==> src/rtl/rf_pkg.sv <==
// Shared types for the scrubbing register file.
package rf_pkg;

  typedef enum logic {RF_SCRUB, RF_READY} rf_state_t;

endpackage

==> src/rtl/rf_read_port.sv <==
// One register-file read port: entry mux, same-cycle write bypass, not-ready masking.
module rf_read_port #(
  parameter int unsigned DATA_W   = 32,
  parameter int unsigned DEPTH    = 32,
  parameter int unsigned ZERO_REG = 1,
  parameter int unsigned BYPASS   = 1,
  localparam int unsigned AW      = $clog2(DEPTH)
) (
  input  logic              ready,
  input  logic [AW-1:0]     rd_addr,
  input  logic              byp_ena,
  input  logic [AW-1:0]     wr_addr,
  input  logic [DATA_W-1:0] wr_data,
  input  logic [DATA_W-1:0] mem [DEPTH],
  output logic [DATA_W-1:0] rd_data
);

  // byp_ena already excludes dropped writes (not ready, clr, hardwired entry 0)
  always_comb begin
    rd_data = '0;
    if (ready) begin
      if ((ZERO_REG != 0) && (rd_addr == '0)) begin
        rd_data = '0;
      end else if ((BYPASS != 0) && byp_ena && (rd_addr == wr_addr)) begin
        rd_data = wr_data;
      end else begin
        rd_data = mem[rd_addr];
      end
    end
  end

endmodule

==> src/rtl/register_file_scrub.sv <==
// Multi-port flop register file with a post-reset / on-demand scrub that zeroes every entry.
module register_file_scrub
  import rf_pkg::*;
#(
  parameter int unsigned DATA_W   = 32,
  parameter int unsigned DEPTH    = 32,
  parameter int unsigned N_RD     = 2,
  parameter int unsigned ZERO_REG = 1,
  parameter int unsigned BYPASS   = 1,
  localparam int unsigned AW      = $clog2(DEPTH)
) (
  input  logic                   clk,
  input  logic                   rst_n,
  input  logic                   clr,
  input  logic                   wr_ena,
  input  logic [AW-1:0]          wr_addr,
  input  logic [DATA_W-1:0]      wr_data,
  input  logic [N_RD*AW-1:0]     rd_addr,
  output logic [N_RD*DATA_W-1:0] rd_data,
  output logic                   ready
);

  localparam logic [AW-1:0] FIRST = (ZERO_REG != 0) ? AW'(1) : AW'(0);
  localparam logic [AW-1:0] LAST  = AW'(DEPTH - 1);

  rf_state_t         state_q, state_d;
  logic [AW-1:0]     ptr_q, ptr_d;
  logic              scrub_we;
  logic              user_we;
  logic [DEPTH-1:0]  ent_we;
  logic [DATA_W-1:0] ent_wd;
  logic [DATA_W-1:0] mem [DEPTH];

  always_ff @(posedge clk or negedge rst_n) begin
    if (!rst_n) begin
      state_q <= RF_SCRUB;
      ptr_q   <= FIRST;
    end else begin
      state_q <= state_d;
      ptr_q   <= ptr_d;
    end
  end

  // clr restarts the scrub from FIRST in either state and drops any concurrent write
  always_comb begin
    state_d  = state_q;
    ptr_d    = ptr_q;
    scrub_we = 1'b0;
    user_we  = 1'b0;
    case (state_q)
      RF_SCRUB: begin
        scrub_we = 1'b1;
        if (clr) begin
          ptr_d = FIRST;
        end else begin
          ptr_d = ptr_q + AW'(1);
          if (ptr_q == LAST) state_d = RF_READY;
        end
      end
      RF_READY: begin
        if (clr) begin
          state_d = RF_SCRUB;
          ptr_d   = FIRST;
        end else if (wr_ena && !((ZERO_REG != 0) && (wr_addr == '0))) begin
          user_we = 1'b1;
        end
      end
    endcase
  end

  always_comb begin
    ent_we = '0;
    for (int k = 0; k < int'(DEPTH); k++) begin
      ent_we[k] = (scrub_we && (ptr_q == AW'(k))) || (user_we && (wr_addr == AW'(k)));
    end
  end

  assign ent_wd = scrub_we ? '0 : wr_data;

  // Storage: per-entry enabled flops, no reset (scrub defines contents)
  always_ff @(posedge clk) begin
    for (int k = 0; k < int'(DEPTH); k++) begin
      if (ent_we[k]) mem[k] <= ent_wd;
    end
  end

  assign ready = (state_q == RF_READY);

  for (genvar i = 0; i < int'(N_RD); i++) begin : g_rd
    rf_read_port #(
      .DATA_W  (DATA_W),
      .DEPTH   (DEPTH),
      .ZERO_REG(ZERO_REG),
      .BYPASS  (BYPASS)
    ) u_port (
      .ready  (ready),
      .rd_addr(rd_addr[i*AW +: AW]),
      .byp_ena(user_we),
      .wr_addr(wr_addr),
      .wr_data(wr_data),
      .mem    (mem),
      .rd_data(rd_data[i*DATA_W +: DATA_W])
    );
  end

endmodule

==> config.mk <==
export PLATFORM = sky130hd
export DESIGN_NAME = register_file_scrub
export DESIGN_NICKNAME = d
export VERILOG_FILES = /design/src/rtl/rf_pkg.sv /design/src/rtl/rf_read_port.sv /design/src/rtl/register_file_scrub.sv
export SDC_FILE = /design/constraint.sdc
export NUM_CORES = 1
export LEC_CHECK = 0
export CAP_MARGIN = 20
export CORE_ASPECT_RATIO = 0.75
export CORE_MARGIN = 1.5
export CORE_UTILIZATION = 40
export CTS_CLUSTER_SIZE = 25
export DETAILED_ROUTE_END_ITERATION = 10
export PLACE_DENSITY = 0.62
export REMOVE_ABC_BUFFERS = 1
export SLEW_MARGIN = 40
export SYNTH_ARGS = -nofsm -noshare
export SYNTH_HDL_FRONTEND = slang
export SYNTH_SLANG_ARGS = --single-unit
export TNS_END_PERCENT = 100
==> constraint.sdc <==
create_clock -name clk -period 5 [get_ports clk]
set_input_delay 1 -clock clk [delete_from_list [all_inputs] [get_ports clk]]
set_output_delay 1 -clock clk [all_outputs]
set_load 0.01 [all_outputs]
### Word-level counts from Yosys, hierarchy flattened

Cells that the tools add are included.

* add/sub/neg operators: 1
* order comparisons: 2
* eq/ne operators: 65
* mux-type cells: 24
* bitwise gates (word level): 3
* reduce and logical (&&, ||, !) cells: 104

Operator list (count)
* 32-bit two-way mux: 11
* 32-bit binary-select mux with 5-bit select: 2
* 5-bit == test, second input constant: 32
* 5-bit by 4-bit == test with 1-bit output, second input constant: 16
* 1-bit logical AND: 67
* 5-bit by 3-bit == test with 1-bit output, second input constant: 8
* 1-bit logical OR: 32
* 5-bit by 2-bit == test with 1-bit output, second input constant: 4
* 5-bit logical NOT: 4
* 6-bit >= comparator, second input constant: 2
* 5-bit inverter with 6-bit output: 2
* 5-bit by 1-bit == test with 1-bit output, second input constant: 2
* 5-bit == test: 2
* 5-bit two-way mux: 2
* 5-bit one-hot mux with 2 select lines: 1
* 1-bit two-way mux: 7
* 5-bit by 1-bit adder with 5-bit output, second input constant: 1
* 2-bit != test, second input constant: 1
* 1-bit one-hot mux with 2 select lines: 1
* 1-bit logical NOT: 1
* 1-bit inverter: 1

* register bits after elaboration: 1030
* bits of input ports: 51
* output and inout bits: 65
* word-level logic and storage cells: 233

### Logic depth before layout (Yosys ltp)

* depth after elaboration: 10
* gate-level depth with buffers: 9
* mapped depth without buffers: 6

### Modules after synthesis

From an unflattened synthesis, not the netlist that was laid out.

* cell total of the unflattened synthesis: 3370
* area total of the unflattened synthesis: 49915.4 um^2

Modules (own cells, without submodules)
* register_file_scrub: instances 1, cells an instance 1166, area an instance 31808.0 um^2, seq. area each 30900.9 um^2
* rf_read_port: instances 2, cells an instance 1102, area an instance 9053.7 um^2, seq. area each 0.0 um^2

### Worst setup path after synthesis

No wires, ideal clock.

* kind: input port to flip-flop
* from: input port wr_addr[2]
* to: register mem[32] in the netlist's numbering (enable)
* library setup time: 0.466 ns
* arrival time: 3.872 ns
* data required time: 4.534 ns
* setup slack: 0.662 ns
* stages on the path: 3
* buffers on the path: 1
* cells stage by stage: clkbuf_1 -> nand3_1 -> o21ai_0

* word-level cells in the longest chain between the ends: 8
* elaborated cells between the ends (all ways): 9
* classes of those cells: eq/ne: 1; mux: 3; reduce/logical: 5

RTL lines
* from (decl): RTL line register_file_scrub.sv:16 `input logic [AW-1:0] wr_addr,`
* 5-bit logical NOT: RTL line register_file_scrub.sv:64 `end else if (wr_ena && !((ZERO_REG != 0) && (wr_addr == '0))) begin`
* 1-bit logical NOT: RTL line register_file_scrub.sv:64
* 1-bit logical AND: RTL line register_file_scrub.sv:64
* 1-bit two-way mux: RTL line register_file_scrub.sv:64
* 1-bit two-way mux: RTL line register_file_scrub.sv:61 `if (clr) begin`
* 1-bit two-way mux: RTL line register_file_scrub.sv:50 `case (state_q)`
* 1-bit logical AND *: RTL line register_file_scrub.sv:74 `ent_we[k] = (scrub_we && (ptr_q == AW'(k))) || (user_we && (wr_addr == AW'(k)));`
* 1-bit logical OR *: RTL line register_file_scrub.sv:74
* via ent_we[30]: RTL line register_file_scrub.sv:30 `logic [DEPTH-1:0] ent_we;`
* to (signal, indexed assignment): RTL line register_file_scrub.sv:83 `if (ent_we[k]) mem[k] <= ent_wd;`
* to (decl): RTL line register_file_scrub.sv:32 `logic [DATA_W-1:0] mem [DEPTH];`

The timed path passes the listed nets; every way through them passes the cells marked *.
A chain may end at the register's enable or synchronous reset.

### Final worst setup path

* from: input port wr_addr[2]
* to: output port rd_data[33]

* word-level cells in the longest chain between the ends: 10
* elaborated cells between the ends (all ways): 11
* classes of those cells: eq/ne: 1; mux: 6; reduce/logical: 4

RTL lines
* 5-bit logical NOT: RTL line register_file_scrub.sv:64
* 1-bit logical NOT: RTL line register_file_scrub.sv:64
* 1-bit logical AND: RTL line register_file_scrub.sv:64
* 1-bit two-way mux: RTL line register_file_scrub.sv:64
* 1-bit two-way mux: RTL line register_file_scrub.sv:61
* 1-bit two-way mux: RTL line register_file_scrub.sv:50
* 1-bit logical AND *: RTL line rf_read_port.sv:24 `end else if ((BYPASS != 0) && byp_ena && (rd_addr == wr_addr)) begin`
* 32-bit two-way mux *: RTL line rf_read_port.sv:24
* 32-bit two-way mux *: RTL line rf_read_port.sv:22 `if ((ZERO_REG != 0) && (rd_addr == '0)) begin`
* 32-bit two-way mux *: RTL line rf_read_port.sv:21 `if (ready) begin`
* to (decl): RTL line register_file_scrub.sv:19 `output logic [N_RD*DATA_W-1:0] rd_data,`

Mark *: on every way between the ends. The rest lies on a longest branch, timed or not.

==> summary.txt <==
Yosys
  • Post-Syn Instances: 2822
  • Top cell type's share of synthesized area: 62.6%
  • Compound-Gate Fraction of Synth Area: 8.73%
  • Synth Area in Simple Gates: 3.08%
  • Mux share of post-synthesis cell area: 22.5%
  • Synth Register Bits: 1030
  • Post-synth EDFFs: 1024
  • Leading area contributor after synthesis: edfxtp_1
  • Most frequent cells after synthesis: edfxtp_1, mux2i_1, mux4_2
  • Largest family of logic cells by synthesized area: multiplexers
  • Post-Syn Area: 0.0492 sq mm
  • Most used DFF post-synth: edfxtp_1
  • Ys Warns: 0
  • Dominant cells by area after synthesis: edfxtp_1, mux4_2, mux2i_1
  • Count leader, synth: edfxtp_1
  • Synth Area per Inst: 17.4 sq um
  • Adder-Cell Fraction of Synth Area: 0.153%
  • Post-synth ARST share: 0.583%
  • Synth unique cells: 45
  • Post-synthesis sequential area ratio: 62.9%
  • Xor/xnor share of the synthesized area: 0.232%

Setup path
  • Crit path capture type: primary output
  • CP delay by family, top: buffers and inverters
  • Worst EP arrival: 3930 ps
  • CP Launch Type: input port
  • WP buf/inv: 4
  • Worst flop-to-flop path startpoint: ready
  • R2R Path End: mem[1018]
  • Worst-case reg-to-reg path depth: 5
  • Crit path cell chain: clkdlybuf4s50_1 > buf_4 > xnor2_1 > nand3_2 > o41ai_4 > buf_4 > a211oi_1 > a221o_1 > clkdlybuf4s50_1
  • Crit path largest cell delay: 560 ps
  • Kind of critical path: input port to primary output
  • R2R Setup Slk: 1920 ps
  • Crit-path slowest cell: o41ai_4
  • Critical path fanouts, max: 13
  • WP data required: 4000 ps

CTS
  • CTS tree: yes
  • Clock Latency Late Sink: 690 ps
  • Clock Sinks: 1030
  • Root buf cell: clkbuf_16
  • Clock buffer depth: 3
  • Htree depth: 3
  • Num CTS Buffers: 104
  • CTS clk-pin slew, worst paths: 60 ps

Die
  • I/O Pins: 116
  • FP Rows: 111
  • Total core area: 0.122 sq mm
  • DIE WIDTH: 408 um
  • Initial Util: 40.3%
  • Die height: 307 um
  • Die area: 0.125 sq mm

Route
  • First drt pass iteration count: 6
  • Final ANT Viol Nets: 0
  • DR vias/cell: 6.73
  • Overall routed net length: 165000 um
  • DR DRC count: 0
  • Via Count: 31622
  • DR WL/cell: 35.0 um
  • 1st-iter DRT viols: 4506

Power and ir drop
  • Overall power: 19.0 mW
  • VDD IR max: 249 uV
  • PwrDens: 333 mW/mm^2
  • Leakage: 19.4 nW

Place
  • Final Wtd Congestion: 0.857
  • Place WS: 61.4 ps
  • I/O Buffers: 115
  • Detailed placer's ending HPWL: 97100 um
  • Area post-placement: 0.0538 sq mm
  • Placed instance count: 4511

Final layout
  • Nets@finish: 3038
  • Area delta synth->final: 16.3%
  • Share of layout cells above drive strength 1: 24.5%
  • Design area: 0.0572 sq mm
  • Fin cells: 4702

Timing
  • Max_slew headroom: 38.6%
  • Setup violators final: 0
  • Tcrit/Tclk final: 98.6%
  • Fin crit period: 4930 ps
  • Setup TNS: 0 ps
  • Slew @ Worst Pin: 921 ps
  • Setup Skew: 16.7 ps
  • Max frequency: 203 MHz
  • Final Hold Vio Count: 0
  • Pins Over Slew Limit: 0
  • Final worst slack: 70.5 ps

Run
  • Max-Cap Viols: 0

Global routing
  • Initial antenna violation count: 5
  • GRT Overall Usage: 25.9%
  • First-pass GRT wire length: 231000 um
  • Largest net degree at the start of global routing: 68
  • Number of global-route vias before repair: 31437
  • Total gr overflow: 0

Worst hold path
  • Hold/Removal Path Class: input port to async pin

Outcome
  • Status: finished, final reports clean
-- state kept, by name, indices dropped and copies added (netlist names) --
| register | flops |
|---|---|
| mem | 1024 |
| ptr_q | 5 |
| ready | 1 |
-- repair_timing --
action | CTS | global route
setup buffers | 0 | 1
gates resized for setup | 0 | 5
hold buffers | 0 | 0
endpoints found under the setup margin | 0 | 10
-- cell families after synthesis --
group / count (synthesis)
flip-flops: 1030
multiplexers: 705
AO/OA/AOI/OAI: 546
AND/OR/NAND/NOR: 266
buffers and inverters: 256
XOR/XNOR: 13
adder cells (fa/ha/maj): 6
-- final cells by class --
class                   count  area, sq um
diodes                      1         2.50
clock buffers             128         2760
clock inverters            60          538
fillers                 10103        64900
inverters                  11         42.5
multi-input cells        1536        17600
flip-flops and latches   1030        30900
well taps                1638         2050
repair buffers            298         3320
-- metrics by stage --
stage / util (%) / hold slack, ps
finish: 46.8 / 564
global route: 46.8 / 543
CTS: 46.8 / 530
detailed placement: 44.1 / 626
global placement: 44.0 / 604
floorplan: - / 554
-- per-layer routing --
metal	share of wire [%]	global-route usage, %
met1	40	37.5
met2	44	38.6
met5	0.11	0.843
met3	13	6.85
met4	2.9	7.23
-- worst register-to-register path, stage by stage (launching register included) --
cell,delay [ps]
dfrtp_2,410
buf_6,310
nor2_1,340
nand2_1,310
nor2_4,630
buf_4,690
-- placed cells by master (no fill, tap or decap), types with 36 or more instances in the layout --
cell type           n
a21oi_1            63
buf_12             59
a221oi_1          160
a22oi_1            96
mux2i_1           385
nand2_1            52
buf_4             118
a221o_1            96
clkbuf_16         107
nand2b_1           36
edfxtp_1         1024
mux4_2            320
clkdlybuf4s50_1   106
-- report_power, final --
part | switching (mW) | total, mW | internal, mW | leakage (nW)
sequential | 0.0584 | 9.57 | 9.52 | 9.97
combinational | 1.08 | 1.77 | 0.687 | 7.76
clock | 3.31 | 7.68 | 4.37 | 1.62
-- worst max path at each step --
| stage | from | endpoint | slack [ps] | cells past startpoint |
|---|---|---|---|---|
| after floorplan | clr | rd_data[0] | -1950 | 5 |
| after global routing | wr_addr[2] | rd_data[33] | -9 | 9 |
| after global placement | wr_addr[4] | rd_data[27] | -270 | 8 |
| final | wr_addr[2] | rd_data[33] | 70 | 9 |
| after CTS | rd_addr[1] | rd_data[31] | 60 | 8 |
| after detailed placement | rd_addr[1] | rd_data[31] | 60 | 8 |
Power figures use the tool's default switching activity.
